[config.mk]
export PLATFORM = sky130hd
export DESIGN_NAME = pipe_hazard_ctrl_flat
export DESIGN_NICKNAME = d
export VERILOG_FILES = /design/src/rtl/pipe_hazard_ctrl_pkg.sv /design/src/rtl/pipe_hazard_ctrl_if.sv /design/src/rtl/hazard_scoreboard.sv /design/src/rtl/pipe_hazard_ctrl.sv /design/src/flat_wrapper.sv
export SDC_FILE = /design/constraint.sdc
export NUM_CORES = 1
export LEC_CHECK = 0
export BUFFER_PORTS_ARGS = -buffer_cell sky130_fd_sc_hd__buf_4
export CAP_MARGIN = 20
export CORE_UTILIZATION = 40
export CTS_BUF_LIST = sky130_fd_sc_hd__clkbuf_4
export DETAILED_ROUTE_END_ITERATION = 8
export PLACE_DENSITY = 0.7
export RECOVER_POWER = 100
export SLEW_MARGIN = 15
export SYNTH_ARGS = -nofsm -noshare
export SYNTH_HDL_FRONTEND = slang
export SYNTH_SLANG_ARGS = --single-unit
export TNS_END_PERCENT = 5
[constraint.sdc]
create_clock -name clk -period 2.86 [get_ports clk]
set_input_delay 0.429 -clock clk [delete_from_list [all_inputs] [get_ports clk]]
set_output_delay 0.429 -clock clk [all_outputs]
set_load 0.05 [all_outputs]
[src/rtl/pipe_hazard_ctrl_pkg.sv]
// Shared types for the pipeline hazard controller: scoreboard slot layout and
// the hazard cause encoding exported for debug.
package pipe_hazard_ctrl_pkg;

   typedef struct packed {
      logic       v;
      logic [4:0] rd;
      logic       regw;
      logic       load;
   } slot_t;

   typedef enum logic [1:0] {
      HAZ_NONE     = 2'd0,
      LOAD_USE     = 2'd1,
      BR_EX        = 2'd2,
      BR_MEM_LD    = 2'd3
   } haz_e;

   localparam slot_t SlotBubble = '0;

   // $0 is hardwired to zero, so a write to it can never feed a consumer.
   function automatic logic slot_writes(input slot_t s, input logic [4:0] r);
      return s.v && s.regw && (s.rd != 5'd0) && (s.rd == r);
   endfunction

endpackage

[src/rtl/pipe_hazard_ctrl_if.sv]
// ID-stage hazard query and the resulting stage-register controls.
interface pipe_hazard_ctrl_if
   import pipe_hazard_ctrl_pkg::*;
#(
   parameter int unsigned CNT_W = 16
);
   logic             ext_hold;
   logic             id_valid;
   logic [4:0]       id_rs;
   logic [4:0]       id_rt;
   logic             id_use_rs;
   logic             id_use_rt;
   logic [4:0]       id_rd;
   logic             id_regw;
   logic             id_is_load;
   logic             id_is_branch;
   logic             id_take;
   logic             pc_write;
   logic             ifid_write;
   logic             idex_write;
   logic             exmem_write;
   logic             memwb_write;
   logic             ifid_flush;
   logic             idex_flush;
   logic [CNT_W-1:0] stall_cnt;
   logic [CNT_W-1:0] flush_cnt;
   haz_e             haz_code;

   modport master (
      output ext_hold, id_valid, id_rs, id_rt, id_use_rs, id_use_rt, id_rd, id_regw,
             id_is_load, id_is_branch, id_take,
      input  pc_write, ifid_write, idex_write, exmem_write, memwb_write, ifid_flush,
             idex_flush, stall_cnt, flush_cnt, haz_code
   );

   modport slave (
      input  ext_hold, id_valid, id_rs, id_rt, id_use_rs, id_use_rt, id_rd, id_regw,
             id_is_load, id_is_branch, id_take,
      output pc_write, ifid_write, idex_write, exmem_write, memwb_write, ifid_flush,
             idex_flush, stall_cnt, flush_cnt, haz_code
   );
endinterface

[src/rtl/hazard_scoreboard.sv]
// Two-slot (EX, MEM) record of in-flight destinations with per-source match outputs.
module hazard_scoreboard
   import pipe_hazard_ctrl_pkg::*;
(
   input  logic       clk_i,
   input  logic       rst_i,
   input  logic       hold_i,
   input  logic       stall_i,
   input  logic       id_valid_i,
   input  logic [4:0] id_rd_i,
   input  logic       id_regw_i,
   input  logic       id_is_load_i,
   input  logic [4:0] id_rs_i,
   input  logic [4:0] id_rt_i,
   input  logic       id_use_rs_i,
   input  logic       id_use_rt_i,
   output logic       ex_hit_o,
   output logic       ex_load_o,
   output logic       mem_ld_hit_o
);

   slot_t ex_q, ex_d;
   slot_t mem_q, mem_d;
   logic  ex_src_hit;
   logic  mem_src_hit;

   always_comb begin
      ex_d  = ex_q;
      mem_d = mem_q;
      if (!hold_i) begin
         mem_d = ex_q;
         // A stalled ID instruction stays put, so EX receives a bubble.
         ex_d  = stall_i ? SlotBubble
                         : '{v: id_valid_i, rd: id_rd_i, regw: id_regw_i, load: id_is_load_i};
      end
   end

   always_ff @(posedge clk_i) begin
      if (rst_i) begin
         ex_q  <= SlotBubble;
         mem_q <= SlotBubble;
      end else begin
         ex_q  <= ex_d;
         mem_q <= mem_d;
      end
   end

   always_comb begin
      ex_src_hit  = (id_use_rs_i && slot_writes(ex_q, id_rs_i)) ||
                    (id_use_rt_i && slot_writes(ex_q, id_rt_i));
      mem_src_hit = (id_use_rs_i && slot_writes(mem_q, id_rs_i)) ||
                    (id_use_rt_i && slot_writes(mem_q, id_rt_i));
      ex_hit_o     = ex_src_hit;
      ex_load_o    = ex_q.load;
      mem_ld_hit_o = mem_src_hit && mem_q.load;
   end

endmodule

[src/rtl/pipe_hazard_ctrl.sv]
// Stall/flush controller for the five-stage pipeline: priority HOLD > STALL > REDIRECT > RUN,
// plus saturating stall and flush event counters.
module pipe_hazard_ctrl
   import pipe_hazard_ctrl_pkg::*;
#(
   parameter int unsigned CNT_W = 16
) (
   input logic               clk,
   input logic               rst,
   pipe_hazard_ctrl_if.slave bus
);

   logic             ex_hit;
   logic             ex_load;
   logic             mem_ld_hit;
   logic             load_use;
   logic             br_ex;
   logic             br_mem_ld;
   logic             stall;
   logic             redirect;
   logic             all_wr;
   logic [CNT_W-1:0] stall_cnt_q, stall_cnt_d;
   logic [CNT_W-1:0] flush_cnt_q, flush_cnt_d;

   hazard_scoreboard u_scoreboard (
      .clk_i        (clk),
      .rst_i        (rst),
      .hold_i       (bus.ext_hold),
      .stall_i      (stall),
      .id_valid_i   (bus.id_valid),
      .id_rd_i      (bus.id_rd),
      .id_regw_i    (bus.id_regw),
      .id_is_load_i (bus.id_is_load),
      .id_rs_i      (bus.id_rs),
      .id_rt_i      (bus.id_rt),
      .id_use_rs_i  (bus.id_use_rs),
      .id_use_rt_i  (bus.id_use_rt),
      .ex_hit_o     (ex_hit),
      .ex_load_o    (ex_load),
      .mem_ld_hit_o (mem_ld_hit)
   );

   always_comb begin
      load_use  = bus.id_valid && ex_hit && ex_load;
      br_ex     = bus.id_valid && bus.id_is_branch && ex_hit;
      br_mem_ld = bus.id_valid && bus.id_is_branch && mem_ld_hit;
      stall     = load_use || br_ex || br_mem_ld;
      // id_take is only meaningful once the branch operands are available.
      redirect  = bus.id_valid && bus.id_take && !stall;

      if (load_use)       bus.haz_code = LOAD_USE;
      else if (br_ex)     bus.haz_code = BR_EX;
      else if (br_mem_ld) bus.haz_code = BR_MEM_LD;
      else                bus.haz_code = HAZ_NONE;
   end

   always_comb begin
      all_wr          = rst || !bus.ext_hold;
      bus.pc_write    = all_wr;
      bus.ifid_write  = all_wr;
      bus.idex_write  = all_wr;
      bus.exmem_write = all_wr;
      bus.memwb_write = all_wr;
      bus.ifid_flush  = 1'b0;
      bus.idex_flush  = 1'b0;
      if (!rst && !bus.ext_hold) begin
         if (stall) begin
            bus.pc_write   = 1'b0;
            bus.ifid_write = 1'b0;
            bus.idex_flush = 1'b1;
         end else if (redirect) begin
            bus.ifid_flush = 1'b1;
         end
      end
   end

   always_comb begin
      stall_cnt_d = stall_cnt_q;
      flush_cnt_d = flush_cnt_q;
      if (!bus.ext_hold) begin
         if (stall && (stall_cnt_q != '1))    stall_cnt_d = stall_cnt_q + CNT_W'(1);
         if (redirect && (flush_cnt_q != '1)) flush_cnt_d = flush_cnt_q + CNT_W'(1);
      end
   end

   always_ff @(posedge clk) begin
      if (rst) begin
         stall_cnt_q <= '0;
         flush_cnt_q <= '0;
      end else begin
         stall_cnt_q <= stall_cnt_d;
         flush_cnt_q <= flush_cnt_d;
      end
   end

   assign bus.stall_cnt = stall_cnt_q;
   assign bus.flush_cnt = flush_cnt_q;

endmodule

[src/flat_wrapper.sv]
// flat-port wrapper written by rule: the top's interface ports become plain ports
module pipe_hazard_ctrl_flat import pipe_hazard_ctrl_pkg::*;
#(
   parameter int unsigned CNT_W = 16
)
  (clk, rst, bus_ext_hold, bus_id_valid, bus_id_rs, bus_id_rt, bus_id_use_rs, bus_id_use_rt, bus_id_rd, bus_id_regw, bus_id_is_load, bus_id_is_branch, bus_id_take, bus_pc_write, bus_ifid_write, bus_idex_write, bus_exmem_write, bus_memwb_write, bus_ifid_flush, bus_idex_flush, bus_stall_cnt, bus_flush_cnt, bus_haz_code);
  pipe_hazard_ctrl_if #(.CNT_W(CNT_W)) bus_i ();
  input logic clk;
  input logic rst;
  input wire logic [$bits(bus_i.ext_hold)-1:0] bus_ext_hold;
  input wire logic [$bits(bus_i.id_valid)-1:0] bus_id_valid;
  input wire logic [$bits(bus_i.id_rs)-1:0] bus_id_rs;
  input wire logic [$bits(bus_i.id_rt)-1:0] bus_id_rt;
  input wire logic [$bits(bus_i.id_use_rs)-1:0] bus_id_use_rs;
  input wire logic [$bits(bus_i.id_use_rt)-1:0] bus_id_use_rt;
  input wire logic [$bits(bus_i.id_rd)-1:0] bus_id_rd;
  input wire logic [$bits(bus_i.id_regw)-1:0] bus_id_regw;
  input wire logic [$bits(bus_i.id_is_load)-1:0] bus_id_is_load;
  input wire logic [$bits(bus_i.id_is_branch)-1:0] bus_id_is_branch;
  input wire logic [$bits(bus_i.id_take)-1:0] bus_id_take;
  output wire logic [$bits(bus_i.pc_write)-1:0] bus_pc_write;
  output wire logic [$bits(bus_i.ifid_write)-1:0] bus_ifid_write;
  output wire logic [$bits(bus_i.idex_write)-1:0] bus_idex_write;
  output wire logic [$bits(bus_i.exmem_write)-1:0] bus_exmem_write;
  output wire logic [$bits(bus_i.memwb_write)-1:0] bus_memwb_write;
  output wire logic [$bits(bus_i.ifid_flush)-1:0] bus_ifid_flush;
  output wire logic [$bits(bus_i.idex_flush)-1:0] bus_idex_flush;
  output wire logic [$bits(bus_i.stall_cnt)-1:0] bus_stall_cnt;
  output wire logic [$bits(bus_i.flush_cnt)-1:0] bus_flush_cnt;
  output wire logic [$bits(bus_i.haz_code)-1:0] bus_haz_code;
  assign bus_i.ext_hold = bus_ext_hold;
  assign bus_i.id_valid = bus_id_valid;
  assign bus_i.id_rs = bus_id_rs;
  assign bus_i.id_rt = bus_id_rt;
  assign bus_i.id_use_rs = bus_id_use_rs;
  assign bus_i.id_use_rt = bus_id_use_rt;
  assign bus_i.id_rd = bus_id_rd;
  assign bus_i.id_regw = bus_id_regw;
  assign bus_i.id_is_load = bus_id_is_load;
  assign bus_i.id_is_branch = bus_id_is_branch;
  assign bus_i.id_take = bus_id_take;
  assign bus_pc_write = bus_i.pc_write;
  assign bus_ifid_write = bus_i.ifid_write;
  assign bus_idex_write = bus_i.idex_write;
  assign bus_exmem_write = bus_i.exmem_write;
  assign bus_memwb_write = bus_i.memwb_write;
  assign bus_ifid_flush = bus_i.ifid_flush;
  assign bus_idex_flush = bus_i.idex_flush;
  assign bus_stall_cnt = bus_i.stall_cnt;
  assign bus_flush_cnt = bus_i.flush_cnt;
  assign bus_haz_code = bus_i.haz_code;
  pipe_hazard_ctrl #(.CNT_W(CNT_W)) u_core (.clk(clk), .rst(rst), .bus(bus_i));
endmodule
======== Word level (Yosys, flattened, before mapping) ========
Index checks and enable logic that the tools add are counted.
word-level totals
  output and inout port bits .............. 41
  logic and storage cells ................. 65
  input port bits ......................... 25
  flip-flop bits (word level) ............. 48
operators by class
  add/subtract/negate cells ............... 2
  equality and inequality tests ........... 6
  reduce and logical (&&, ||, !) cells .... 35
  bitwise logic cells ..................... 1
  multiplexer cells ....................... 11
operators by type and width
  kind                                                              count
  16-bit by 1-bit adder with 16-bit output (second input constant)  2
  16-bit inequality test (second input constant)                    2
  1-bit logical AND                                                 23
  5-bit equality test                                               4
  5-bit nonzero test                                                2
  8-bit two-way mux                                                 1
  1-bit two-way mux                                                 7
  2-bit two-way mux                                                 3
  1-bit logical OR                                                  5
  2-bit AND reduction                                               2
  1-bit logical NOT                                                 3
  1-bit inverter                                                    1

======== Depth between registers and ports, before layout ========
Gate-level depths: netlist of run 1.
  word-level depth ........................ 14
  mapped depth ............................ 9
  mapped depth without buffers ............ 7

======== Modules after synthesis ========
Synthesis of run 1 repeated with hierarchy kept, for this count alone.
unflattened totals
  cell total of the unflattened synthesis .. 317
  area, all modules ....................... 2701.3 um^2
modules (own cells, without submodules)
  module             cells an instance  area each (um^2)  seq. area each (um^2)  instances
  pipe_hazard_ctrl   229                1893.1            640.6                  1
  hazard_scoreboard  88                 808.3             320.3                  1

======== Worst setup path before layout of run 1 ========
Ideal clock, no wire load.
  kind .................................... input -> output
  start ................................... input bus_id_rs[2]
  end ..................................... output bus_idex_flush
  path slack .............................. -20 ps
  buffers on the path ..................... 2
  stages .................................. 7
  arrival ................................. 2451 ps
  required time ........................... 2431 ps
  cells stage by stage .................... xnor2_1 > nand4_1 > o22ai_1 > a22oi_2 > buf_2 > buf_2 > nor3_1
between the ends
  word-level cells in the longest chain between the ends .. 10
  elaborated cells between the ends (all ways) .. 17
  those cells by class .................... 2 x eq/ne; 2 x mux; 13 x reduce/logical
ends and longest elaborated chain
  item                             RTL line                    RTL
  start: declaration               flat_wrapper.sv:12          input wire logic [$bits(bus_i.id_rs)-1:0] bus_id_rs;
  5-bit equality test              pipe_hazard_ctrl_pkg.sv:23  return s.v && s.regw && (s.rd != 5'd0) && (s.rd == r);
  1-bit logical AND                pipe_hazard_ctrl_pkg.sv:23
  1-bit logical AND                hazard_scoreboard.sv:49     ex_src_hit = (id_use_rs_i && slot_writes(ex_q, id_rs_i)) ||
  1-bit logical OR                 hazard_scoreboard.sv:49
  1-bit logical AND (2 in series)  pipe_hazard_ctrl.sv:44      load_use = bus.id_valid && ex_hit && ex_load;
  1-bit logical OR                 pipe_hazard_ctrl.sv:47      stall = load_use || br_ex || br_mem_ld;
  1-bit logical OR (*)             pipe_hazard_ctrl.sv:47
  1-bit two-way mux (*)            pipe_hazard_ctrl.sv:67      if (stall) begin
  1-bit two-way mux (*)            pipe_hazard_ctrl.sv:66      if (!rst && !bus.ext_hold) begin
  end: declaration                 flat_wrapper.sv:27          output wire logic [$bits(bus_i.idex_flush)-1:0] bus_idex_flush;
Mark *: on every way between the ends. The rest lies on a longest branch, timed or not.

======== Final worst setup path of run 1 ========
  start ................................... register u_core.u_scoreboard.ex_q[6] in the netlist's numbering
  end ..................................... output bus_haz_code[0]
between the ends
  word-level cells in the longest chain between the ends .. 8
  elaborated cells between the ends (all ways) .. 14
  those cells by class .................... 2 x eq/ne; 2 x mux; 10 x reduce/logical
ends and longest elaborated chain
  item                                                           RTL line                                          RTL
  start: declaration                                             hazard_scoreboard.sv:22                           slot_t ex_q, ex_d;
  start signal: assignment                                       hazard_scoreboard.sv:40                           ex_q <= SlotBubble;
  5-bit nonzero test                                             pipe_hazard_ctrl_pkg.sv:23
  1-bit logical AND (2 in series)                                pipe_hazard_ctrl_pkg.sv:23
  1-bit logical AND (on tied branches)                           hazard_scoreboard.sv:49, hazard_scoreboard.sv:50
  1-bit logical OR (*)                                           hazard_scoreboard.sv:49
  1-bit logical AND (on tied branches)                           pipe_hazard_ctrl.sv:45, pipe_hazard_ctrl.sv:44
  2-bit two-way mux / 1-bit logical AND (equally long branches)  pipe_hazard_ctrl.sv:52, pipe_hazard_ctrl.sv:44
  2-bit two-way mux (*)                                          pipe_hazard_ctrl.sv:51                            if (load_use) bus.haz_code = LOAD_USE;
  end: declaration                                               flat_wrapper.sv:30                                output wire logic [$bits(bus_i.haz_code)-1:0] bus_haz_code;
Marked as above.

==> results of run 1 <==
[cell families (layout without fill, tap and decap cells)]
logic type / after synthesis / count (layout) / synth area share, %
AOI/OAI and AO/OA: 50 / 50 / 13.3
buffers and inverters: 22 / 83 / 4.39
muxes: 22 / 22 / 8.88
DFF: 48 / 48 / 35.9
and+or+nand+nor: 147 / 147 / 30.1
adders and majority gates: 2 / 2 / 0.934
xor gates and xnor gates: 20 / 20 / 6.54
[flip-flops by register name, indices dropped and copies added, names as in the netlist]
| name | count |
|---|---|
| u_core.u_scoreboard.mem_q | 8 |
| u_core.u_scoreboard.ex_load_o | 1 |
| u_core.bus.flush_cnt | 16 |
| u_core.u_scoreboard.ex_q | 7 |
| u_core.bus.stall_cnt | 16 |
[where the power goes]
part / internal [W] / switching [W]
clock network: 0.0000908 / 0.000215
registers: 0.000680 / 0.0000159
logic: 0.0000646 / 0.0000778
total: 0.000836 / 0.000308
[how the worst min path moves through the flow]
stage	endpoint	slack, ns	depth (start not counted)
floorplan	u_core.u_scoreboard.mem_q[7]	0.46	2
global placement	u_core.u_scoreboard.mem_q[0]	0.48	2
detailed placement	u_core.bus.stall_cnt[8]	0.49	2
CTS	u_core.u_scoreboard.ex_q[4]	0.28	2
global route	u_core.u_scoreboard.ex_q[4]	0.27	2
finish	u_core.u_scoreboard.ex_q[4]	0.30	2
[routing by layer]
| layer | wire [µm] | vias to the layer above | track usage, % |
|---|---|---|---|
| met4 | 65 | 0 | 5.17 |
| met3 | 274 | 5 | 3.07 |
| met2 | 3140 | 66 | 30.9 |
| met5 | 0 | - | 0 |
| met1 | 3030 | 1187 | 25.5 |
| li1 | - | 1257 | - |
[worst max-delay path, cell delays in order, from the launching register on]
cell	delay [ns]
dfxtp_1	0.52
xnor2_1	0.16
nand4_1	0.11
o22ai_1	0.34
and2b_1	0.23
nand2_1	0.08
a32o_1	0.27
buf_4	0.19
[layout by cell type (no fill, tap or decap), types with 6 or more instances in the layout]
| cell | instances |
|---|---|
| and3_1 | 6 |
| or4_1 | 8 |
| nor2b_1 | 15 |
| a21oi_1 | 15 |
| buf_4 | 32 |
| xnor2_1 | 20 |
| a32o_1 | 9 |
| mux2_2 | 12 |
| nand3_1 | 13 |
| o21ai_0 | 9 |
| mux2i_1 | 8 |
| nand4_1 | 12 |
| o31ai_1 | 7 |
| or3_1 | 10 |
| clkbuf_4 | 6 |
| clkbuf_1 | 36 |
| nor2_1 | 36 |
| nand2_1 | 22 |
| dfxtp_1 | 47 |
[final cells by class]
cell class,instances,area [µm²],area share (%)
Clock buffer,5,37.5,1.21
Clock inverter,3,13.8,0.443
Tap cell,77,96.3,3.10
Multi-Input combinational cell,241,1580,51.0
Sequential cell,48,962,31.0
Inverter,2,7.51,0.242
Timing Repair Buffer,73,403,13.0
[timing repair]
item	in CTS	in global routing
endpoints found under the setup margin	0	3
gates resized for setup	0	1
hold buffers	0	0
endpoints found under the hold margin	0	0
setup buffers	0	2
[through the flow]
stage,power [W],setup WS (ns),instances,util (%)
detailed placement,0.000857,0.396,439,49.9
global route,0.00120,0.0181,449,48.3
CTS,0.00116,0.0917,447,50.7
finish,0.00114,0.174,449,48.3
floorplan,0.000801,0.135,311,-
global placement,0.000854,0.482,439,49.9
==> impl_metrics.env, run 1 <==
export IMPL_min_from="bus_id_rd[2]"
export IMPL_ctsRootBufferMaster="clkbuf_4"
export IMPL_ys_ff_latch=48
export IMPL_drt_iter0_drc=168
export IMPL_synthCells=311
export IMPL_die_w_um=83.8
export IMPL_reg2reg_depth=8
export IMPL_clock_skew_ns=0.00599
export IMPL_fillCellCount=652
export IMPL_yosys_cell_types_count=46
export IMPL_seq_area_frac_synth_pct=35.9
export IMPL_synth_most_common_cell="dfxtp_1"
export IMPL_die_h_um=83.8
export IMPL_max_freq_mhz=372
export IMPL_rrSetupSlack_ns=0.26
export IMPL_violations="DRC"
export IMPL_grt_pass1_wl_um=10700
export IMPL_netlist_area_um2=2680
export IMPL_fin_crit_ns=2.69
export IMPL_clock_latency_ns=0.36
export IMPL_fin_setup_tns_ns=0
export IMPL_slew_violations=0
export IMPL_worstPathMaxFanout=5
export IMPL_synth_top_area_share_pct=35.9
export IMPL_synth_top_area_cell="dfxtp_1"
export IMPL_drive_above_1_share_pct=16.9
export IMPL_synth_ff_type="dfxtp_1"
export IMPL_cts_sinks=48
export IMPL_crit_start="u_core.u_scoreboard.ex_q[6]"
export IMPL_setup_viol=0
export IMPL_hpwlAfterDp_um=4720
export IMPL_initial_utilization_pct=41.7
export IMPL_routedWlPerCell_um=14.5
export IMPL_tritoncts="built"
export IMPL_gp_congestion=0.855
export IMPL_ioPinCount=66
export IMPL_finalHoldViolCount=0
export IMPL_worstPathRequired_ns=2.43
export IMPL_numPortBuffers=65
export IMPL_antenna_cells=0
export IMPL_antenna_left=0
export IMPL_final_nets=398
export IMPL_first_global_vias=2222
export IMPL_startpoint_type="flip-flop"
export IMPL_hold_slack_ns=0.298
export IMPL_h_tree_depth=2
export IMPL_r2r_end="u_core.bus.stall_cnt[5]"
export IMPL_p_leak_nw=1.11
export IMPL_timing_rr_start="u_core.u_scoreboard.mem_q[6]"
export IMPL_synth_nets=338
export IMPL_antenna_found_initial=0
export IMPL_final_area_um2=3100
export IMPL_crit_end="bus_haz_code[0]"
export IMPL_drt_total_wl_um=6520
export IMPL_die_area_um2=7020
export IMPL_critPathArrivalTime_ns=2.26
export IMPL_synth_avg_cell_area_um2=8.61
export IMPL_vias=2515
export IMPL_grt_max_degree=46
export IMPL_place_area_um2=3200
export IMPL_peakVddDrop_mv=0.157
export IMPL_yosys_top_cells_count="dfxtp_1, nor2_1, nand2_1"
export IMPL_slew_headroom_pct=31.4
export IMPL_overflow=0
export IMPL_core_um2=6420
export IMPL_power_per_cell_area_nw_per_um2=369
export IMPL_maxCapViolCount=0
export IMPL_async_flop_share_pct=0
export IMPL_endpoint_kind="primary output"
export IMPL_synth_edf_count=0
export IMPL_cts_reportedPaths_clkPinSlew_ns=0.14
export IMPL_drc=3
export IMPL_synth_area_top_cells="dfxtp_1, xnor2_1, mux2_2"
export IMPL_viasPerCell=5.60
export IMPL_rsz0062_at_grt="no"
export IMPL_yosysWarnings=0
export IMPL_clock_path_buffers=2
export IMPL_tightest_slew_ns=1.03
export IMPL_status="finished, violations left"
export IMPL_hold_class="in2reg"
export IMPL_min_period_over_period_pct=93.9
export IMPL_synthToLayoutAreaGrowth_pct=15.9
export IMPL_track_usage_pct=18.8
export IMPL_row_count=29
export IMPL_numCtsBuffers=5
export IMPL_drtPass1Iterations=6
export IMPL_crit_type="reg2out"
No activity file was read; power rests on OpenSTA's default activity.
==> run 2: changes to the inputs <==
--- a/config.mk
+++ b/config.mk
@@ -7,6 +7,7 @@
 export LEC_CHECK = 0
 export BUFFER_PORTS_ARGS = -buffer_cell sky130_fd_sc_hd__buf_4
 export CAP_MARGIN = 20
+export CORE_ASPECT_RATIO = 0.75
 export CORE_UTILIZATION = 40
 export CTS_BUF_LIST = sky130_fd_sc_hd__clkbuf_4
 export DETAILED_ROUTE_END_ITERATION = 8
==> run 2 against run 1 <==
Maximum frequency decreased by 0.83%. Largest cell class unchanged. Worst hold slack got worse by 0.0050 ns. Critical path type unchanged. Count of clock-buffer cells in the layout increased by 1. Combinational power about the same. Power increased by 1.5%. Worst setup slack got worse by 0.022 ns. Cell count increased by 0.67%. Sequential power about the same. Die area about the same. Flip-flop and latch count unchanged. The run ends with capacitance limit, slew limit left. Global-route usage increased by 0.82 points. Sequential share of layout area decreased by 0.35 points.
==> impl_metrics.env, run 2 (synthesis gave the netlist of run 1 again) <==
export IMPL_layout_commonest_cell="dfxtp_1"
export IMPL_max_freq_mhz=369
export IMPL_cts_sinks=48
export IMPL_worstPathRequired_ns=2.43
export IMPL_final_cell_mix="dfxtp_1, nor2_1, clkbuf_1"
export IMPL_cts_resized=0
export IMPL_die_area_um2=7030
export IMPL_clock_skew_ns=0.00870
export IMPL_first_global_vias=2333
export IMPL_numCtsBuffers=5
export IMPL_place_area_um2=3210
export IMPL_fin_util_pct=49.1
export IMPL_die_h_um=72.9
export IMPL_antenna_cells=0
export IMPL_fin_setup_tns_ns=0
export IMPL_met2WireLength_um=2890
export IMPL_routedWlPerCell_um=14.6
export IMPL_clock_path_buffers=2
export IMPL_hpwlAfterDp_um=4870
export IMPL_antenna_left=0
export IMPL_crit_type="reg2out"
export IMPL_ctsRootBufferMaster="clkbuf_4"
export IMPL_vias=2511
export IMPL_h_tree_depth=2
export IMPL_top_layer="met4"
export IMPL_cts_reportedPaths_clkPinSlew_ns=0.14
export IMPL_fillCellCount=656
export IMPL_grt_pass1_wl_um=10800
export IMPL_numPortBuffers=65
export IMPL_hold_class="in2reg"
export IMPL_startpoint_type="flip-flop"
export IMPL_grt_max_degree=57
export IMPL_ioPinCount=66
export IMPL_die_w_um=96.5
export IMPL_drive_above_1_share_pct=17.0
export IMPL_critPathArrivalTime_ns=2.28
export IMPL_met3WireLength_um=388
export IMPL_p_leak_nw=1.12
export IMPL_post_cts_setup_buffer_count=0
export IMPL_gp_congestion=0.824
export IMPL_setup_viol=0
export IMPL_tightest_slew_ns=2.34
export IMPL_drtPass1Iterations=4
export IMPL_viasPerCell=5.56
export IMPL_finalHoldViolCount=0
export IMPL_worstPathMaxFanout=19
export IMPL_cp_slowest_stage_delay_ns=0.56
export IMPL_rsz0062_at_grt="no"
export IMPL_drc=0
export IMPL_drt_total_wl_um=6590
export IMPL_violations="capacitance limit, slew limit"
export IMPL_maxCapViolCount=1
export IMPL_wl_met1_um=3260
export IMPL_power_per_cell_area_nw_per_um2=370
export IMPL_core_um2=6380
export IMPL_overflow=0
export IMPL_drt_iter0_drc=107
export IMPL_path_cells="or4_1, o2111ai_2, nor2_1, a22oi_2, buf_6, nor3_2, buf_4"
export IMPL_slew_violations=57
export IMPL_min_delay_path_depth=2
export IMPL_crit_slowest_cell="or4_1"
export IMPL_min_period_over_period_pct=94.7
export IMPL_tritoncts="built"
export IMPL_register_area_um2=961
export IMPL_status="finished, violations left"
export IMPL_peakVddDrop_mv=0.143
export IMPL_slew_headroom_pct=-56.3
export IMPL_hold_slack_ns=0.293
export IMPL_reg2reg_depth=7
export IMPL_endpoint_kind="primary output"
export IMPL_clock_latency_ns=0.36
export IMPL_synthToLayoutAreaGrowth_pct=17.1
export IMPL_fin_crit_ns=2.71
export IMPL_initial_utilization_pct=42.0
export IMPL_row_count=25
export IMPL_cts_hold_buf=0
export IMPL_multiInputGateArea_um2=1600
export IMPL_antenna_found_initial=0
export IMPL_track_usage_pct=19.7
export IMPL_final_area_um2=3140
export IMPL_final_nets=397
==> run 2: critical path: cells and delay by family, from the launching register on <==
kind                   cells  cell delay (ns)
AOI/OAI and AO/OA          2             0.41
buffers and inverters      2             0.41
DFF                        1             0.39
and+or+nand+nor            3             0.70
==> run 2: final timing paths <==
path                                                    from                           to  slack (ns)
worst min-delay path                            bus_id_rd[2]  u_core.u_scoreboard.ex_q[4]        0.29
worst max register to register  u_core.u_scoreboard.mem_q[4]      u_core.bus.stall_cnt[5]        0.49
worst min register to register       u_core.bus.stall_cnt[8]      u_core.bus.stall_cnt[8]        0.51
worst max-delay path             u_core.u_scoreboard.ex_q[2]               bus_idex_flush        0.15
==> run 2: cell type report <==
type / instances / share of cell area [%]
Clock inverter: 2 / 0.359
Tap cell: 81 / 3.23
Sequential cell: 48 / 30.6
Timing Repair Buffer: 72 / 13.0
Clock buffer: 6 / 1.44
Multi-Input combinational cell: 241 / 51.0
Inverter: 2 / 0.239
==> run 2: power breakdown <==
part / leakage (nW) / internal (W) / switching [W]
sequential: 0.389 / 0.000680 / 0.0000171
clock: 0.0293 / 0.000103 / 0.000216
combinational: 0.705 / 0.0000667 / 0.0000778
==> run 2: metal layers <==
| layer | vias up | GRT usage [%] |
|---|---|---|
| met5 | - | 0 |
| met4 | 0 | 5.88 |
| met3 | 7 | 4.17 |
| met2 | 71 | 29.6 |
| met1 | 1187 | 28.1 |
| li1 | 1246 | - |
==> run 2: stage by stage <==
step	worst slack (ns)	power, W	instances
floorplan	0.135	0.000801	311
global placement	0.493	0.000856	444
detailed placement	0.405	0.000858	444
CTS	0.0913	0.00118	452
global route	0.0208	0.00121	452
finish	0.152	0.00116	452
